### src/rtl/program_loader_pkg.sv
// Shared definitions for the instruction-memory program loader.
//   state_t        : loader FSM encoding (IDLE, RECV, WRITE, DONE)
//   HALT_OPCODE    : opcode that terminates a load (the HALT word is still written)
//   BYTES_PER_WORD : bytes per instruction at the default 32-bit width
//   bytes_per_word : the same figure for an arbitrary instruction width
package program_loader_pkg;

  typedef enum logic [1:0] {
    IDLE  = 2'd0,
    RECV  = 2'd1,
    WRITE = 2'd2,
    DONE  = 2'd3
  } state_t;

  localparam logic [5:0] HALT_OPCODE    = 6'b111111;
  localparam int         LEN_DATA_DEF   = 32;
  localparam int         BYTES_PER_WORD = LEN_DATA_DEF / 8;

  function automatic int bytes_per_word(input int len_data);
    return len_data / 8;
  endfunction

endpackage

### src/rtl/program_loader_byte_assembler.sv
// Packs a UART byte stream into len_data-bit words, MSB first.
// Ports:
//   clk, reset     : clock, synchronous active-high reset
//   clear          : drop any partial word (new load armed)
//   flush          : drop any partial word (inter-byte timeout)
//   byte_en        : accept rx_data this cycle
//   rx_data        : incoming byte
//   word           : shift register with the current byte appended
//   word_valid     : byte_en on the last byte of a word; word is complete
//   partial        : at least one byte of a word is held
module program_loader_byte_assembler
  import program_loader_pkg::*;
#(
  parameter int len_data = 32
) (
  input  logic                clk,
  input  logic                reset,
  input  logic                clear,
  input  logic                flush,
  input  logic                byte_en,
  input  logic [7:0]          rx_data,
  output logic [len_data-1:0] word,
  output logic                word_valid,
  output logic                partial
);

  localparam int BPW = bytes_per_word(len_data);
  localparam int CW  = (BPW > 1) ? $clog2(BPW) : 1;

  logic [len_data-1:0] shreg;
  logic [CW-1:0]       cnt;
  logic                last_byte;

  assign last_byte  = (cnt == CW'(BPW - 1));
  // Combinational view so the caller can register the full word on the
  // same edge that takes in the final byte.
  assign word       = {shreg[len_data-9:0], rx_data};
  assign word_valid = byte_en && last_byte;
  assign partial    = (cnt != '0);

  always_ff @(posedge clk) begin
    if (reset || clear || flush) begin
      shreg <= '0;
      cnt   <= '0;
    end else if (byte_en) begin
      shreg <= word;
      cnt   <= last_byte ? '0 : cnt + 1'b1;
    end
  end

endmodule

### src/rtl/program_loader.sv
// Writer side of the instruction-memory write port. Assembles bytes from the
// UART receiver into instructions and writes them to sequential word
// addresses from 0 until a HALT word has been written or memory is full.
// Optional macro LOADER_TIMEOUT_EN: discard a partial word after
// timeout_cycles idle clocks and pulse timeout_err.
// Ports:
//   clk, reset           : clock, synchronous active-high reset
//   start                : one-cycle pulse, arms a load from address 0
//   rx_data, rx_done     : received byte and its valid strobe
//   mem_wr/addr/data     : instruction memory write port
//   busy                 : armed or loading
//   load_done            : level, load finished (until next start/reset)
//   overflow             : level, memory filled without a HALT
//   word_count           : words written in the current or last load
//   timeout_err          : (LOADER_TIMEOUT_EN only) partial word dropped
module program_loader
  import program_loader_pkg::*;
#(
  parameter int len_addr       = 32,
  parameter int len_data       = 32,
  parameter int ram_depth      = 2048,
  parameter int timeout_cycles = 1000000
) (
  input  logic                clk,
  input  logic                reset,
  input  logic                start,
  input  logic [7:0]          rx_data,
  input  logic                rx_done,
  output logic                mem_wr,
  output logic [len_addr-1:0] mem_addr,
  output logic [len_data-1:0] mem_data,
  output logic                busy,
  output logic                load_done,
  output logic                overflow,
  output logic [len_addr-1:0] word_count
`ifdef LOADER_TIMEOUT_EN
  , output logic              timeout_err
`endif
);

  state_t              state, nxt;
  logic                byte_en, clear, flush;
  logic [len_data-1:0] word;
  logic                word_valid, partial;
  logic                is_halt, at_last;

  // A byte landing in the WRITE cycle is the first byte of the next word.
  assign byte_en = rx_done && (state == RECV || state == WRITE);
  assign clear   = (state == IDLE) && start;
  assign is_halt = (mem_data[len_data-1 -: 6] == HALT_OPCODE);
  assign at_last = (mem_addr == len_addr'(ram_depth - 1));

`ifdef LOADER_TIMEOUT_EN
  logic [31:0] idle_cnt;
  logic        counting;

  assign counting = (state == RECV) && partial && !rx_done;
  assign flush    = counting && (idle_cnt == 32'(timeout_cycles - 1));

  always_ff @(posedge clk) begin
    if (reset) begin
      idle_cnt    <= '0;
      timeout_err <= 1'b0;
    end else begin
      timeout_err <= flush;
      idle_cnt    <= (!counting || flush) ? '0 : idle_cnt + 1'b1;
    end
  end
`else
  assign flush = 1'b0;
`endif

  program_loader_byte_assembler #(.len_data(len_data)) u_asm (
    .clk        (clk),
    .reset      (reset),
    .clear      (clear),
    .flush      (flush),
    .byte_en    (byte_en),
    .rx_data    (rx_data),
    .word       (word),
    .word_valid (word_valid),
    .partial    (partial)
  );

  // State register
  always_ff @(posedge clk) begin
    if (reset) state <= IDLE;
    else       state <= nxt;
  end

  // Next state
  always_comb begin
    nxt = state;
    case (state)
      IDLE:    if (start) nxt = RECV;
      RECV:    if (word_valid) nxt = WRITE;
      WRITE:   nxt = (is_halt || at_last) ? DONE : RECV;
      DONE:    nxt = IDLE;
      default: nxt = IDLE;
    endcase
  end

  // FSM outputs
  always_comb begin
    mem_wr = (state == WRITE);
    busy   = (state == RECV) || (state == WRITE);
  end

  // Address, data and status registers
  always_ff @(posedge clk) begin
    if (reset) begin
      mem_addr   <= '0;
      mem_data   <= '0;
      word_count <= '0;
      load_done  <= 1'b0;
      overflow   <= 1'b0;
    end else begin
      case (state)
        IDLE: if (start) begin
          mem_addr   <= '0;
          word_count <= '0;
          load_done  <= 1'b0;
          overflow   <= 1'b0;
        end
        RECV: if (word_valid) mem_data <= word;
        WRITE: begin
          word_count <= word_count + 1'b1;
          if (is_halt) begin
            load_done <= 1'b1;
          end else if (at_last) begin
            load_done <= 1'b1;
            overflow  <= 1'b1;
          end else begin
            mem_addr <= mem_addr + 1'b1;
          end
        end
        default: ;
      endcase
    end
  end

endmodule

### config.mk
export PLATFORM = sky130hd
export DESIGN_NAME = program_loader
export DESIGN_NICKNAME = d
export VERILOG_FILES = /design/src/rtl/program_loader_pkg.sv /design/src/rtl/program_loader_byte_assembler.sv /design/src/rtl/program_loader.sv
export SDC_FILE = /design/constraint.sdc
export NUM_CORES = 1
export LEC_CHECK = 0
export ABC_AREA = 1
export BUFFER_PORTS_ARGS = -buffer_cell sky130_fd_sc_hd__buf_4
export CAP_MARGIN = 20
export CORE_ASPECT_RATIO = 1.1
export CORE_MARGIN = 2
export CORE_UTILIZATION = 61
export DETAILED_ROUTE_END_ITERATION = 6
export PLACE_DENSITY = 0.86
export SETUP_SLACK_MARGIN = 0.02
export SLEW_MARGIN = 5
export SYNTH_ARGS = -nofsm -noshare
export SYNTH_HDL_FRONTEND = slang
export SYNTH_SLANG_ARGS = --single-unit
### constraint.sdc
create_clock -name clk -period 4.7 [get_ports clk]
set_input_delay 0.705 -clock clk [delete_from_list [all_inputs] [get_ports clk]]
set_output_delay 0.705 -clock clk [all_outputs]
set_load 0.02 [all_outputs]
== Yosys cells after proc, flatten, opt, wreduce, memory -nomap -nowiden ==
Index checks and enable logic that the tools add are counted.
Operators by class
  equality and inequality tests: 12
  muxes and demuxes: 16
  reductions and logical operators: 14
  add/subtract/negate cells: 3
Operator list (count)
  $pmux W32 S2: 2
  $mux W32: 3
  $add A32 B1 Y32 const B: 2
  $eq A32 B11 Y1 const B: 1
  $mux W2: 4
  $pmux W2 S4: 1
  $reduce_and A4 Y1: 2
  $eq A2 B2 Y1 const B: 3
  $eq A6 B6 Y1 const B: 1
  $ne A2 B2 Y1 const B: 3
  $reduce_and A2 Y1: 3
  $mux W1: 4
  $ne A2 B1 Y1 const B: 2
  $pmux W1 S2: 2
  $logic_and A1 B1 Y1: 3
  $logic_or A1 B1 Y1: 3
  $ne A3 B1 Y1 const B: 1
  $reduce_and A3 Y1: 1
  $add A2 B1 Y2 const B: 1
  $eq A2 B1 Y1 const B: 1
  $logic_not A2 Y1: 1
  $reduce_bool A2 Y1: 1
Word-level totals
  output and inout bits: 100
  register bits: 126
  bits of input ports: 12

== Longest topological paths before layout ==
  depth after elaboration: 6
  mapped depth: 14
  mapped depth without buffers: 13

== Cells and area by module ==
A second synthesis with hierarchy kept.
Unflattened totals
  cell total of the unflattened synthesis: 1069
  area total of the unflattened synthesis: 6774.0 um2
Modules (own cells, without submodules)
  program_loader: seq. area each 2001.9 um2, instances 1, area an instance 5451.5 um2, cells an instance 863
  program_loader_byte_assembler: seq. area each 520.5 um2, instances 1, area an instance 1322.5 um2, cells an instance 206

== Least setup slack after synthesis ==
Ideal clock, no wire load.
  path kind: reg-to-reg
  from: register mem_addr[0]
  to: register mem_addr[30]
  arrival time: 1.818 ns
  setup slack: 2.773 ns
  stages on the path, launching flop included: 13
  period minus slack after synthesis: 1.927 ns
  path buffers: 2
  data required time: 4.591 ns
  cell sequence: dfxtp_1 -> ha_1 -> nand2_2 -> nor2_4 -> nand2_4 -> nor3_4 -> nand3_2 -> buf_6 -> buf_8 -> nand3_1 -> nand2_1 -> nand2_1 -> inv_1
On the way
  cells in the longest elaborated chain, start to end: 4
Ends and longest elaborated chain
  from (decl): RTL line program_loader.sv:30  | output logic [len_addr-1:0] mem_addr,
  from (signal assigned): RTL line program_loader.sv:134  | mem_addr <= mem_addr + 1'b1;
  $add A32 B1 Y32: RTL line program_loader.sv:134
  $mux W32: RTL line program_loader.sv:130  | end else if (at_last) begin
  $mux W32: RTL line program_loader.sv:128  | if (is_halt) begin
  $pmux W32 S2: RTL line program_loader.sv:118  | case (state)
Parallel ways exist; a longest one is shown, timed or not. The select of a mux whose other input is x is not followed.
A chain may end at the register's enable or synchronous reset.

== Worst setup path after layout ==
  from: register state[0]
  to: register mem_addr[20]
On the way
  cells in the longest elaborated chain, start to end: 3
Ends and longest elaborated chain
  from (decl): RTL line program_loader.sv:41  | state_t state, nxt;
  from (signal assigned): RTL line program_loader.sv:88  | else state <= nxt;
  $eq A2 B2 Y1 or $logic_not A2 Y1 (tied branches): RTL line program_loader.sv:118
  $ne A2 B2 Y1 (no line) or $reduce_bool A2 Y1 (tied branches)
  $reduce_and A4 Y1 (no line)
Parallel ways exist; a longest one is shown, timed or not.

==> insert_results.sql <==
INSERT INTO impl_metrics (metric_group, metric, value, unit) VALUES
('floorplanning', 'core_ar', '10300', 'um^2'),
('power', 'power.total', '3.04', 'mW'),
('placement', 'port-buffer-count', '111', ''),
('setup_path', 'critical_path_peak_fanout', '39', ''),
('synthesis', 'yosys-top-cells-area', 'sky130_fd_sc_hd__dfxtp_1 39%, sky130_fd_sc_hd__nand2_1 15%, sky130_fd_sc_hd__nor2_1 11%', ''),
('synthesis', 'syn-instance-count', '982', ''),
('floorplanning', 'die-width', '102', 'um'),
('timing', 'final_min_period_over_clock_period', '66.2', '%'),
('clock_tree', 'clock_path_buffers', '2', ''),
('global_routing', 'total_grt_usage', '31.0', '%'),
('clock_tree', 'clkSinkCount', '126', ''),
('clock_tree', 'worst_setup_hold_path_clk_slew', '0.06', 'ns'),
('global_routing', 'grt_pass1_wl', '28300', 'um'),
('synthesis', 'avgSynthCellArea', '6.51', 'um^2'),
('timing', 'hold_viol_final', '0', ''),
('timing', 'rsz0062_at_grt', 'false', ''),
('placement', 'gp_routability_congestion', '0.976', ''),
('finish', 'area_growth', '22.6', '%'),
('setup_path', 'arrival', '3.43', 'ns'),
('floorplanning', 'fp.dieArea', '11300', 'um^2'),
('power', 'power_leakage', '3.25', 'nW'),
('power', 'power.density_cell_area', '388', 'nW/um^2'),
('finish', 'diodes_inserted', '0', ''),
('routing', 'via_count', '6738', ''),
('timing', 'slew_viol_final', '0', ''),
('setup_path', 'timing.setup.critical_path_class', 'reg2reg', ''),
('setup_path', 'crit_required', '5.02', 'ns'),
('timing', 'final_number_of_setup_violating_endpoints', '0', ''),
('floorplanning', 'rows', '39', ''),
('power', 'worst_ir_drop_vdd', '341', 'uV'),
('synthesis', 'synthDominantCellAreaShare', '39.5', '%'),
('timing', 'transition_time_at_the_pin_with_the_least_slew_margin', '0.996', 'ns'),
('routing', 'wl_per_cell', '13.8', 'um'),
('floorplanning', 'height_of_the_die', '111', 'um'),
('run', 'drv_cap', '0', ''),
('clock_tree', 'post_cts.resized_instances', '0', ''),
('timing', 'setup_skew_after_layout', '0.00839', 'ns'),
('global_routing', 'grt_start_max_net_pins', '40', ''),
('synthesis', 'ys_ff_latch', '126', ''),
('timing', 'post-route-min-period', '3.11', 'ns'),
('clock_tree', 'post_cts_setup_repair_buffer_count', '0', ''),
('global_routing', 'grt_antenna_before_repair', '0', ''),
('routing', 'postRouteAntennaNets', '0', ''),
('synthesis', 'synth_edf_count', '0', ''),
('synthesis', 'seq_area_frac_synth', '39.5', '%'),
('routing', 'via_per_inst', '5.44', ''),
('synthesis', 'top_reg_cell_synth', 'sky130_fd_sc_hd__dfxtp_1', ''),
('synthesis', 'synth.top_cells.by_count', '247 x sky130_fd_sc_hd__nand2_1, 190 x sky130_fd_sc_hd__nor2_1, 126 x sky130_fd_sc_hd__dfxtp_1', ''),
('timing', 'fin_setup_tns', '0', 'ns'),
('run_status', 'outcome', 'completed', ''),
('routing', 'remaining_drc_errors', '0', ''),
('synthesis', 'synth.distinct_cells', '38', ''),
('finish', 'layout-drive-gt1-share', '15.5', '%'),
('synthesis', 'synth.cell_area', '6390', 'um^2'),
('clock_tree', 'maximum_level_of_the_cts_h_tree', '4', ''),
('finish', 'finalCoreUtilization', '76.1', '%'),
('setup_path', 'start_kind', 'flop', ''),
('min_path', 'min-delay-path-class', 'reg2reg', ''),
('synthesis', 'most_frequently_used_cell_type_in_the_post_synthesis_netlist', 'sky130_fd_sc_hd__nand2_1', ''),
('routing', 'detailedRoute.firstIterationViolations', '480', ''),
('synthesis', 'yosys_warnings', '0', ''),
('floorplanning', 'floorplan.initialDensity', '62.1', '%'),
('synthesis', 'async_flop_share', '0', '%'),
('routing', '1st_pass_router_iterations', '5', ''),
('floorplanning', 'num_io_pins', '112', ''),
('global_routing', 'grt-ovfl-total', '0', ''),
('clock_tree', 'clock_insertion_delay_worst_skew', '0.42', 'ns'),
('global_routing', 'number_of_global_route_vias_before_repair', '6128', ''),
('finish', 'num-nets-final', '1100', ''),
('clock_tree', 'cts_made_buffers', '17', ''),
('clock_tree', 'cts_root_buffer', 'sky130_fd_sc_hd__clkbuf_16', ''),
('routing', 'wirelength', '17100', 'um'),
('clock_tree', 'cts.hold.buffers_added', '0', ''),
('setup_path', 'critical_path.endpoint_type', 'flop', ''),
('synthesis', 'synth_top_area_cell', 'sky130_fd_sc_hd__dfxtp_1', ''),
('clock_tree', 'tritoncts_clock_tree', 'done', ''),
('timing', 'fmax', '321', 'MHz'),
('synthesis', 'synth_fp_nets', '1000', ''),
('timing', 'slew_headroom', '33.5', '%'),
('placement', 'post-dp-hpwl', '11700', 'um');
flip-flops by register name (all words and copies together), names as in the netlist:
name	flops
u_asm.shreg	24
state	2
word_count	32
u_asm.cnt	2
overflow	1
load_done	1
mem_data	32
mem_addr	32
layout make-up:
class | count | area [um^2]
fill | 838 | 2460
clock inverter | 14 | 148
sequential | 126 | 2520
timing repair buffer | 116 | 871
multi-input combinational | 719 | 3300
clock buffer | 18 | 439
tap | 143 | 179
inverter | 102 | 383
cell usage in the layout (no fill, tap or decap), drive strengths merged, types with 5 or more instances in the layout:
| cell | count |
|---|---|
| nor3 | 21 |
| a21oi | 60 |
| buf | 116 |
| nor2 | 192 |
| nand2 | 255 |
| clkbuf | 18 |
| clkinv | 6 |
| ha | 6 |
| dfxtp | 126 |
| inv | 108 |
| nand4 | 31 |
| nand3 | 71 |
| o21ai | 50 |
| nand3b | 5 |
| xor2 | 7 |
worst max-delay path: stages, from the launching register on:
cell                      delay (ns)
sky130_fd_sc_hd__dfxtp_1        0.33
sky130_fd_sc_hd__inv_1          0.08
sky130_fd_sc_hd__ha_1           0.44
sky130_fd_sc_hd__inv_2          0.26
sky130_fd_sc_hd__nand2_1        0.15
sky130_fd_sc_hd__nand2_2        0.15
sky130_fd_sc_hd__inv_1          0.31
sky130_fd_sc_hd__nand2_1        0.09
sky130_fd_sc_hd__inv_1          0.06
sky130_fd_sc_hd__buf_4          0.38
sky130_fd_sc_hd__nand2_2        0.33
sky130_fd_sc_hd__nand2_2        0.25
sky130_fd_sc_hd__nand2_1        0.08
sky130_fd_sc_hd__nand2_1        0.06
sky130_fd_sc_hd__inv_1          0.03
path summary, 6_finish.rpt:
kind	from	to	slack, ns	depth (start not counted)
hold reg to reg	u_asm.shreg[21]$_SDFFE_PP0N_	u_asm.shreg[21]$_SDFFE_PP0N_	0.46	2
setup reg to reg	state[0]$_SDFFE_PP0P_	mem_addr[20]$_SDFFE_PP0P_	1.59	14
hold / removal	u_asm.shreg[21]$_SDFFE_PP0N_	u_asm.shreg[21]$_SDFFE_PP0N_	0.46	2
setup / recovery	state[0]$_SDFFE_PP0P_	mem_addr[20]$_SDFFE_PP0P_	1.59	14
power by group:
part	switching (mW)	internal, mW	leakage [nW]
Sequential	0.0317	1.10	1.02
Combinational	0.461	0.160	1.95
Clock	0.532	0.761	0.287
Total	1.02	2.02	3.25
stage by stage:
stage	cells	area (um^2)	setup WS [ns]	hold slack, ns
floorplan	982	6390	2.77	0.442
global placement	1206	7250	1.72	0.450
detailed placement	1206	7250	1.66	0.454
CTS	1238	7840	1.61	0.464
global route	1238	7840	1.19	0.476
finish	1238	7840	1.59	0.465
layer usage:
metal	up-vias	global-route usage (%)	part of all wire (%)
li1	3361	-	-
met1	3037	38.4	40
met2	286	50.8	50
met3	54	6.84	7.1
met4	0	14.6	3.6
met5	-	0	0
logic make-up after synthesis:
logic type      count (synthesis)  synth area share, %
simple gates                  585                 39.4
buf+inv                       137                 8.98
flops                         126                 39.5
compound gates                119                 9.73
xor+xnor                        9                 1.23
fa+ha+maj                       6                 1.17
Note: power is estimated with default switching activity, not from simulation.
